[src/rtl/pi_pkg.sv]
// Shared definitions for the priority-interrupt controller: command opcodes
// and the level-number width helper.
package pi_pkg;

  typedef enum logic [2:0] {
    PI_NOP     = 3'd0,
    PI_SET_EN  = 3'd1,
    PI_CLR_EN  = 3'd2,
    PI_SET_SW  = 3'd3,
    PI_CLR_SW  = 3'd4,
    PI_SYS_ON  = 3'd5,
    PI_SYS_OFF = 3'd6,
    PI_CLEAR   = 3'd7
  } pi_op_e;

  // Level numbers are 1-based with 0 meaning "none", hence NLEV+1 codes.
  function automatic int pi_lvlw(input int nlev);
    return $clog2(nlev + 1);
  endfunction

endpackage

[src/rtl/pi_prio_enc.sv]
// Lowest-set-bit encoder: returns the 1-based index of the highest-priority
// (lowest-indexed) active level, 0 with o_valid low when the vector is empty.
module pi_prio_enc
  import pi_pkg::*;
#(
  parameter int NLEV = 7,
  localparam int LVLW = pi_lvlw(NLEV)
) (
  input  logic [NLEV-1:0] i_vec,
  output logic [LVLW-1:0] o_idx,
  output logic            o_valid
);

  // Scan from the top down so the last hit wins, i.e. the lowest index.
  always_comb begin
    o_idx   = '0;
    o_valid = 1'b0;
    for (int i = NLEV - 1; i >= 0; i--) begin
      if (i_vec[i]) begin
        o_idx   = LVLW'(i + 1);
        o_valid = 1'b1;
      end
    end
  end

endmodule

[src/rtl/pi_ctrl.sv]
// Priority-interrupt controller: channel enables, software requests and held
// levels, arbitrated against registered bus requests into one CPU request.
module pi_ctrl
  import pi_pkg::*;
#(
  parameter int NLEV = 7,
  parameter int LVLW = pi_lvlw(NLEV)
) (
  input  logic            clk,
  input  logic            rst,
  input  logic            clken,
  input  logic            cmd_valid,
  input  logic [2:0]      cmd_op,
  input  logic [NLEV-1:0] cmd_mask,
  input  logic [NLEV-1:0] bus_req,
  input  logic            ack,
  input  logic            dismiss,
  output logic            pi_on,
  output logic [NLEV-1:0] pi_en,
  output logic [NLEV-1:0] pi_sw,
  output logic [NLEV-1:0] pi_held,
  output logic            intr_req,
  output logic [LVLW-1:0] pi_new,
  output logic [LVLW-1:0] pi_cur
);

  logic            r_on;
  logic [NLEV-1:0] r_en;
  logic [NLEV-1:0] r_sw;
  logic [NLEV-1:0] r_held;
  logic [NLEV-1:0] r_req;

  logic [NLEV-1:0] w_pend;
  logic [NLEV-1:0] w_pend_low;
  logic [LVLW-1:0] w_lvl_l;
  logic [LVLW-1:0] w_lvl_h;
  logic            w_pend_v;
  logic            w_held_v;
  logic            w_intr;
  logic            w_accept;
  logic            w_clear;

  logic            w_on_nx;
  logic [NLEV-1:0] w_en_nx;
  logic [NLEV-1:0] w_sw_nx;
  logic [NLEV-1:0] w_held_nx;

  // Software requests bypass the channel enables.
  assign w_pend = r_on ? ((r_req & r_en) | r_sw) : '0;

  pi_prio_enc #(.NLEV(NLEV)) u_enc_pend (
    .i_vec   (w_pend),
    .o_idx   (w_lvl_l),
    .o_valid (w_pend_v)
  );

  pi_prio_enc #(.NLEV(NLEV)) u_enc_held (
    .i_vec   (r_held),
    .o_idx   (w_lvl_h),
    .o_valid (w_held_v)
  );

  // Only a strictly higher priority (smaller number) may interrupt.
  assign w_intr     = w_pend_v && (!w_held_v || (w_lvl_l < w_lvl_h));
  assign w_accept   = ack && w_intr;
  assign w_pend_low = w_pend & (~w_pend + NLEV'(1));

  always_comb begin
    w_on_nx   = r_on;
    w_en_nx   = r_en;
    w_sw_nx   = r_sw;
    w_held_nx = r_held;
    w_clear   = 1'b0;

    if (cmd_valid) begin
      case (cmd_op)
        PI_SET_EN:  w_en_nx = r_en | cmd_mask;
        PI_CLR_EN:  w_en_nx = r_en & ~cmd_mask;
        PI_SET_SW:  w_sw_nx = r_sw | cmd_mask;
        PI_CLR_SW:  w_sw_nx = r_sw & ~cmd_mask;
        PI_SYS_ON:  w_on_nx = 1'b1;
        PI_SYS_OFF: w_on_nx = 1'b0;
        PI_CLEAR: begin
          w_on_nx   = 1'b0;
          w_en_nx   = '0;
          w_sw_nx   = '0;
          w_held_nx = '0;
          w_clear   = 1'b1;
        end
        default: ;
      endcase
    end

    // Dismiss drops the lowest set bit of held; a no-op when nothing is held.
    if (dismiss) begin
      w_held_nx = w_held_nx & (w_held_nx - NLEV'(1));
    end

    // Ack uses the level presented before the edge; CLEAR wins over it.
    if (w_accept && !w_clear) begin
      w_held_nx = w_held_nx | w_pend_low;
      w_sw_nx   = w_sw_nx & ~w_pend_low;
    end
  end

  always_ff @(posedge clk) begin
    if (rst) begin
      r_on   <= 1'b0;
      r_en   <= '0;
      r_sw   <= '0;
      r_held <= '0;
      r_req  <= '0;
    end else if (clken) begin
      r_on   <= w_on_nx;
      r_en   <= w_en_nx;
      r_sw   <= w_sw_nx;
      r_held <= w_held_nx;
      r_req  <= bus_req;
    end
  end

  assign pi_on    = r_on;
  assign pi_en    = r_en;
  assign pi_sw    = r_sw;
  assign pi_held  = r_held;
  assign intr_req = w_intr;
  assign pi_new   = w_intr ? w_lvl_l : '0;
  assign pi_cur   = w_lvl_h;

endmodule
[config.mk]
export PLATFORM = sky130hd
export DESIGN_NAME = pi_ctrl
export DESIGN_NICKNAME = d
export VERILOG_FILES = /design/src/rtl/pi_pkg.sv /design/src/rtl/pi_prio_enc.sv /design/src/rtl/pi_ctrl.sv
export SDC_FILE = /design/constraint.sdc
export NUM_CORES = 1
export LEC_CHECK = 0
export ABC_AREA = 1
export CORE_ASPECT_RATIO = 1.5
export CORE_MARGIN = 5
export CORE_UTILIZATION = 30
export CTS_BUF_LIST = sky130_fd_sc_hd__clkbuf_8
export CTS_CLUSTER_SIZE = 30
export DETAILED_ROUTE_END_ITERATION = 6
export GPL_ROUTABILITY_DRIVEN = 1
export PLACE_DENSITY = 0.63
export RECOVER_POWER = 100
export SETUP_SLACK_MARGIN = 0.4
export SLEW_MARGIN = 30
export SYNTH_ARGS = -nofsm -noshare
export SYNTH_HDL_FRONTEND = slang
export SYNTH_SLANG_ARGS = --single-unit
[constraint.sdc]
create_clock -name clk -period 4.44 [get_ports clk]
set_input_delay 0.666 -clock clk [delete_from_list [all_inputs] [get_ports clk]]
set_output_delay 0.666 -clock clk [all_outputs]
set_load 0.005 [all_outputs]
# Word-level counts from Yosys, hierarchy flattened
# Index checks and enable logic that the tools add are counted.
# Widths: inputs -> output; s select.
classes:
  addsub: 2
  magnitude_cmp: 1
  eq_ne: 7
  n_mux: 41
  bitwise_logic: 13
  n_reduce_logical: 11
ops:
  columns: ["op", "count"]
  rows:
  - ["$mux 7", 7]
  - ["$mux 3", 15]
  - ["$and 7x7->7", 6]
  - ["$pmux 7 s3", 2]
  - ["$or 7x7->7", 4]
  - ["$not 7->7", 3]
  - ["$mux 1", 16]
  - ["$eq 3x3->1 const B", 4]
  - ["$add 7x1->7 const B", 1]
  - ["$sub 7x1->7 const B", 1]
  - ["$eq 3x2->1 const B", 2]
  - ["$reduce_and 3->1", 2]
  - ["$eq 3x1->1 const B", 1]
  - ["$logic_and 1x1->1", 3]
  - ["$lt 3x3->1", 1]
  - ["$reduce_bool 3->1", 1]
  - ["$logic_not 1->1", 2]
  - ["$pmux 1 s2", 1]
  - ["$reduce_bool 2->1", 1]
  - ["$reduce_or 2->1", 1]
  - ["$logic_or 1x1->1", 1]
totals:
  reg_bits: 29
  inputBits: 23
  out_inout_bits: 29
  wordCells: 80

# Logic depth before layout (Yosys ltp)
depth:
  ltp_word: 16
  ltp_mapped: 16
  mapped_depth_nobuf: 16

# Modules after synthesis
# From an unflattened synthesis, not the netlist that was laid out.
hier_totals:
  cells_unflattened: 331
  area_unflattened_um2: 1968.1
modules_own_cells:
  columns: ["module", "instances", "cells_per_inst", "area_per_inst_um2"]
  rows:
  - ["pi_ctrl", 1, 291, 1793.0]
  - ["pi_prio_enc", 2, 20, 87.6]

# Worst setup path before layout
# No wires, ideal clock.
synth_path:
  kind: "register -> output"
  start: "register r_on, in the netlist pi_on"
  end: "output port pi_new[2]"
  t_arrival_ns: 1.892
  required_time_ns: 3.774
  setup_slack_ns: 1.882
  path_stages_with_launch: 14
  path_cell_list: "dfxtp_1 -> inv_2 -> nor2_1 -> inv_1 -> nand2_1 -> nor2_1 -> inv_1 -> nor2_1 -> ha_1 -> a21oi_1 -> nand2_2 -> nand2_4 -> nand2_1 -> nor3_1"
synth_via:
  elab_chain_cells: 12
synth_lines:
  columns: ["item", "line", "source"]
  rows:
  - ["start, declared", "pi_ctrl.sv:27", "logic r_on;"]
  - ["start signal, assigned", "pi_ctrl.sv:114", "r_on <= w_on_nx;"]
  - ["$mux 7 *", "pi_ctrl.sv:49", "assign w_pend = r_on ? ((r_req & r_en) | r_sw) : '0;"]
  - ["$mux 3 (7 in a row)", "pi_prio_enc.sv:19", "if (i_vec[i]) begin"]
  - ["$lt 3x3->1", "pi_ctrl.sv:64", "assign w_intr = w_pend_v && (!w_held_v || (w_lvl_l < w_lvl_h));"]
  - ["$logic_or 1x1->1", "pi_ctrl.sv:64", null]
  - ["$logic_and 1x1->1", "pi_ctrl.sv:64", null]
  - ["$mux 3 *", "pi_ctrl.sv:127", "assign pi_new = w_intr ? w_lvl_l : '0;"]
  - ["end, declared", "pi_ctrl.sv:23", "output logic [LVLW-1:0] pi_new,"]
# Mark *: on every way between the ends. The rest lies on a longest branch, timed or not.

# Final worst setup path
# Same ends and word-level chain as after synthesis.

==> impl_metrics.toml <==
[cells_and_area]
multi_input_area_sq_um = 1050
diodes = 0
final_core_util = 0.415
register_area_sq_um = 581
area_growth_pct = 36.5
layout.cells.non_filler = 417
fin_area_sq_um = 2530
n_fill_cell = 657
nets = 367
drive_above_1_share = 0.105

[die]
die_h_um = 106
core_region_area_sq_um = 6090
io_pins = 52
num_rows = 35
initial_utilization = 0.304
die_width_um = 74.2
die-area_sq_um = 7880

[timing]
setup_ws_ns = 0.696
whs_ns = 0.499
setup_viol = 0
worstMarginPinSlew_ns = 1.05
fmax_mhz = 267
finalHoldViolations = 0
fin_skew_ns = 0.00617
min_period_over_period = 0.843
maxSlewHeadroom = 0.299
drv_slew = 0
setup_tns_ns = 0
period_minus_slack_ns = 3.74
rsz0062_at_grt = "no"

[drt]
vias = 1997
drc_errors = 0
drt_iter0_markers = 93
post_drt_wl_per_cell_um = 13.4
drt_wl_total_um = 5590
ant_nets = 0
drtPass1Iterations = 4
vias_per_cell = 4.79

[pwr]
p_int_mw = 0.484
p_sw_mw = 0.203
swShare = 0.295
peakVddDrop_v = 0.000137
p_per_area_nw_per_um2 = 272
fin_total_pwr_mw = 0.687
power_frac_clock = 0.356
p_leak_nw = 1.15
seqPwrFrac = 0.419
p_comb_frac = 0.224

[min_path]
hp-class = "register to register"
hold_depth = 2
min_to = "r_req[4]$_SDFFE_PP0P_"
worstHoldStart = "r_req[4]$_SDFFE_PP0P_"

[synth]
synth_ff_type = "dfxtp_1"
synth_xor_area_frac = 0
ys_seq_elements = 29
yosysUniqueCellTypes = 32
netlist_area_sq_um = 1850
yosysSeqAreaShare = 0.313
synth_top_family_by_area = "compound AO/OA/AOI/OAI gates"
yosys_warnings = 0
synth_fp_nets = 314
postSynthAreaPerCell_sq_um = 6.41
synthArstFlopShare = 0
synth_compound_area_frac = 0.280
synth_top_area_share = 0.313
synth_edf_count = 0
synth.most_common_cell = "nor2_1"
synthCells = 289
synth_top_area_cell = "dfxtp_1"
synth-simple-area-share = 0.278
synth_fa_ha_area_frac = 0.0135
yosys-top-cells-area = "dfxtp_1 (31%), nor2_1 (10%), o21ai_0 (10%)"
synth_mux_area_frac = 0
synth_common_cells = "nor2_1 (50), inv_1 (41), nand2_1 (41)"

[setup_path]
timing.rr.end = "pi_sw[3]$_SDFFE_PP0P_"
setup.worst_path.start_class = "register"
r2r_start = "pi_on$_SDFFE_PP0P_"
critPathKind = "register to output pin"
setup.worst_path.end_class = "output pin"
r2r_setup_slack_ns = 1.94
required_ns = 3.77
cp_max_fo = 9
rr_worst_depth = 14
worstPathArrival_ns = 3.08

[status]
status = "completed"

[cts]
cts-buffers-inserted = 5
cts_tree = "yes"
clk_latency_ns = 0.28
hold_buffers = 0
h-tree-depth = 2
clk_pin_slew_ns = 0.07
ctsLongestPathBuffers = 2
cts-root-buf = "clkbuf_8"
post_cts_resized = 0
cts_sinks = 29
cts_setup_buffers = 0

[grt]
grt_pass1_vias = 1911
grt_usage = 0.150
overflow = 0
grt_max_degree = 29
antenna_found_initial = 0
grt_pass1_wl_um = 9140

[place]
placedCellCount = 409
pre_cts_ws_ns = 1.20
placement.io_buffers = 51
placed_cell_area_sq_um = 2440
dp_hpwl_um = 4400
finalWeightedCongestion = 0.888

[job]
maxCapViolCount = 0
kinds of logic after synthesis:
group	count (synthesis)
and+or+nand+nor	116
buffers and inverters	56
AOI/OAI and AO/OA	86
DFF	29
adders and majority gates	2
placed cells by master, fill, tap and decap left out, types with 6 or more instances in the layout:
cell type,count
dfxtp_1,29
o21ai_1,6
a21oi_2,11
dlygate4sd3_1,30
nand4_1,7
clkdlybuf4s50_1,21
inv_1,42
nand2_1,42
a21oi_1,14
nor2_1,50
o21ai_0,37
clkbuf_8,7
a211oi_1,8
power groups by stage:
stage | Clock [mW] | Sequential, mW | Combinational [mW]
5_1_grt | 0.266 | 0.291 | 0.174
6_report | 0.244 | 0.288 | 0.154
4_1_cts | 0.252 | 0.289 | 0.165
3_3_place_gp | 0 | 0.294 | 0.162
2_1_floorplan | 0 | 0.292 | 0.0906
3_5_place_dp | 0 | 0.294 | 0.164
worst max path at each step:
stage | depth (start not counted) | start | slack, ns | end
5_1_grt | 14 | pi_on$_SDFFE_PP0P_ | 0.36 | pi_new[2]
2_1_floorplan | 13 | pi_on$_SDFFE_PP0P_ | 1.88 | pi_new[2]
6_report | 14 | pi_on$_SDFFE_PP0P_ | 0.70 | pi_new[2]
3_5_place_dp | 14 | pi_on$_SDFFE_PP0P_ | 1.20 | pi_new[2]
4_1_cts | 14 | pi_on$_SDFFE_PP0P_ | 0.89 | pi_new[2]
3_3_place_gp | 14 | pi_on$_SDFFE_PP0P_ | 1.31 | pi_new[2]
sequential cells by signal, summed over array words and instances (netlist names):
name / flops
pi_sw: 7
pi_held: 7
pi_on: 1
pi_en: 7
r_req: 7
cell type report:
type	instances	share of cell area
Tap cell	74	0.0366
Multi-Input combinational cell	204	0.416
Timing Repair Buffer	53	0.205
Inverter	49	0.0727
Clock inverter	1	0.00198
Sequential cell	29	0.230
Clock buffer	7	0.0381
routing by layer:
layer,share of wire,GRT usage,vias to the layer above
li1,-,-,1057
met1,0.41,0.170,884
met2,0.52,0.266,47
met3,0.039,0.0255,9
met4,0.024,0.0661,0
met5,0,0,-
worst max-delay path, cell delays in order, from the launching register on:
cell           delay, ns
dfxtp_1             0.42
inv_1               0.12
nor2_1              0.23
inv_1               0.07
nand2_1             0.08
nor2_1              0.07
inv_1               0.14
nor2_1              0.07
ha_1                0.29
a21oi_1             0.18
nand2_2             0.07
nand2_1             0.20
nand2_1             0.14
nor3_1              0.14
dlygate4sd3_1       0.59
No activity file was read; power rests on OpenSTA's default activity.
==> variant: new RTL, same flow settings <==
`NLEV` is set to 7 in 2 places; all go to 8.
--- a/src/rtl/pi_prio_enc.sv
+++ b/src/rtl/pi_prio_enc.sv
@@ -3,7 +3,7 @@
 module pi_prio_enc
   import pi_pkg::*;
 #(
-  parameter int NLEV = 7,
+  parameter int NLEV = 8,
   localparam int LVLW = pi_lvlw(NLEV)
 ) (
   input  logic [NLEV-1:0] i_vec,
--- a/src/rtl/pi_ctrl.sv
+++ b/src/rtl/pi_ctrl.sv
@@ -3,7 +3,7 @@
 module pi_ctrl
   import pi_pkg::*;
 #(
-  parameter int NLEV = 7,
+  parameter int NLEV = 8,
   parameter int LVLW = pi_lvlw(NLEV)
 ) (
   input  logic            clk,
Ports: changed (7 resized); port bits go from 52 to 59. No check against the original RTL was run, so the function may have changed too.
==> variant against the original RTL <==
- the flow now finishes with violations (capacitance limit, slew limit)
- sequential share of layout area is 0.078 points higher
- setup slack worse by 88 ps
- power up 4.8%
- global-route usage increased by 0.65 points
- utilization fell by 0.24 points
- non-clock buffer count increased by 5
- wire length is 21% higher
- cell area up 13%
- sequential cell count up 4
- area after synthesis grew 16%
- critical endpoint unchanged
- largest cell class unchanged
==> variant: results (changes against the original RTL) <==
pwr:
  p_sw_share_pct: 31.43  # +1.9 points
  leakagePower_nw: 1.329  # +15%
  p_per_area_mw_per_mm2: 250.8  # -7.6%
  pg_comb_uw: 177  # +15%
grt:
  grt_use_total_pct: 15.66  # +0.65 points
  grt_pass1_wl_um: 11140  # +22%
  use_met1_pct: 17.24  # +0.27 points
  met2_usage_pct: 28.97  # +2.4 points
sta:
  clock.fmax_mhz: 260.9  # -2.3%
  drv_slew: 17  # +17
  fin_skew_ps: 8.551  # +2.377 ps
run:
  max-cap-violations: 1  # +1
layout:
  seq_cells: 33  # +14%
  final.fill_count: 763  # +16%
  buf_share_pct: 20.24  # -0.24 points
  final-seq-area_um2: 660.6  # +14%
  finalNonFillerCells: 466  # +12%
  drive_gt1_share_pct: 10.31  # -0.19 points
  multi_input_area_mm2: 0.001262  # +20%
  nClkBuffers: 5  # -2
routing:
  wl_met3_um: 268  # +22%
  wl_per_cell_um: 14.53  # +8.3%
  first_iter_violations: 141  # +52%
synth:
  ys_seq_area_share_pct: 30.68  # -0.65 points
  synth_commonest_cells: "nor2_1 (63), nand2_1 (46), inv_1 (37)"
  syn_area_mm2: 0.002153  # +16%
  synth.area.top_cells: "dfxtp_1 (31%), nor2_1 (11%), nand2_1 (8.0%)"
  syn_nets: 358  # +14%
run_status:
  status: "finished, violations left"
  violations: "capacitance limit, slew limit"
setup_path:
  regToRegSetupSlack_ps: 1880  # -60 ps
placed_design:
  port_buffers: 58  # +14%
  post_dp_cell_area_mm2: 0.002805  # +15%
  dp_hpwl_um: 5334  # +21%
  gp_congestion: 0.8719  # -1.8%
## variant: cell types whose count changed in the layout (fill, tap and decap cells not counted), moves of 5 or more
| cell | delta |
|---|---|
| a21oi_1 | +19 |
| nor2_1 | +13 |
| inv_2 | +5 |
| nor3_1 | +5 |
| nand2_1 | +5 |
## variant: cell families after synthesis
kind of cell / after synthesis
compound gates: 94
fa+ha+maj: 3
buf+inv: 57
flops: 33
simple gates: 143
## variant: worst min-delay path: cells and delay by family, from the launching register on
family / cells / cell delay, ps
AOI/OAI and AO/OA: 1 / 70
and+or+nand+nor: 1 / 70
DFF: 1 / 330
## variant: final timing paths
path / from / to / cells after the start
min reg2reg: r_req[6]$_SDFFE_PP0P_ / r_req[6]$_SDFFE_PP0P_ / 2
max reg2reg: pi_en[0]$_SDFFE_PP0P_ / pi_sw[1]$_SDFFE_PP0P_ / 12
max: pi_en[0]$_SDFFE_PP0P_ / pi_new[2] / 12
min: r_req[6]$_SDFFE_PP0P_ / r_req[6]$_SDFFE_PP0P_ / 2
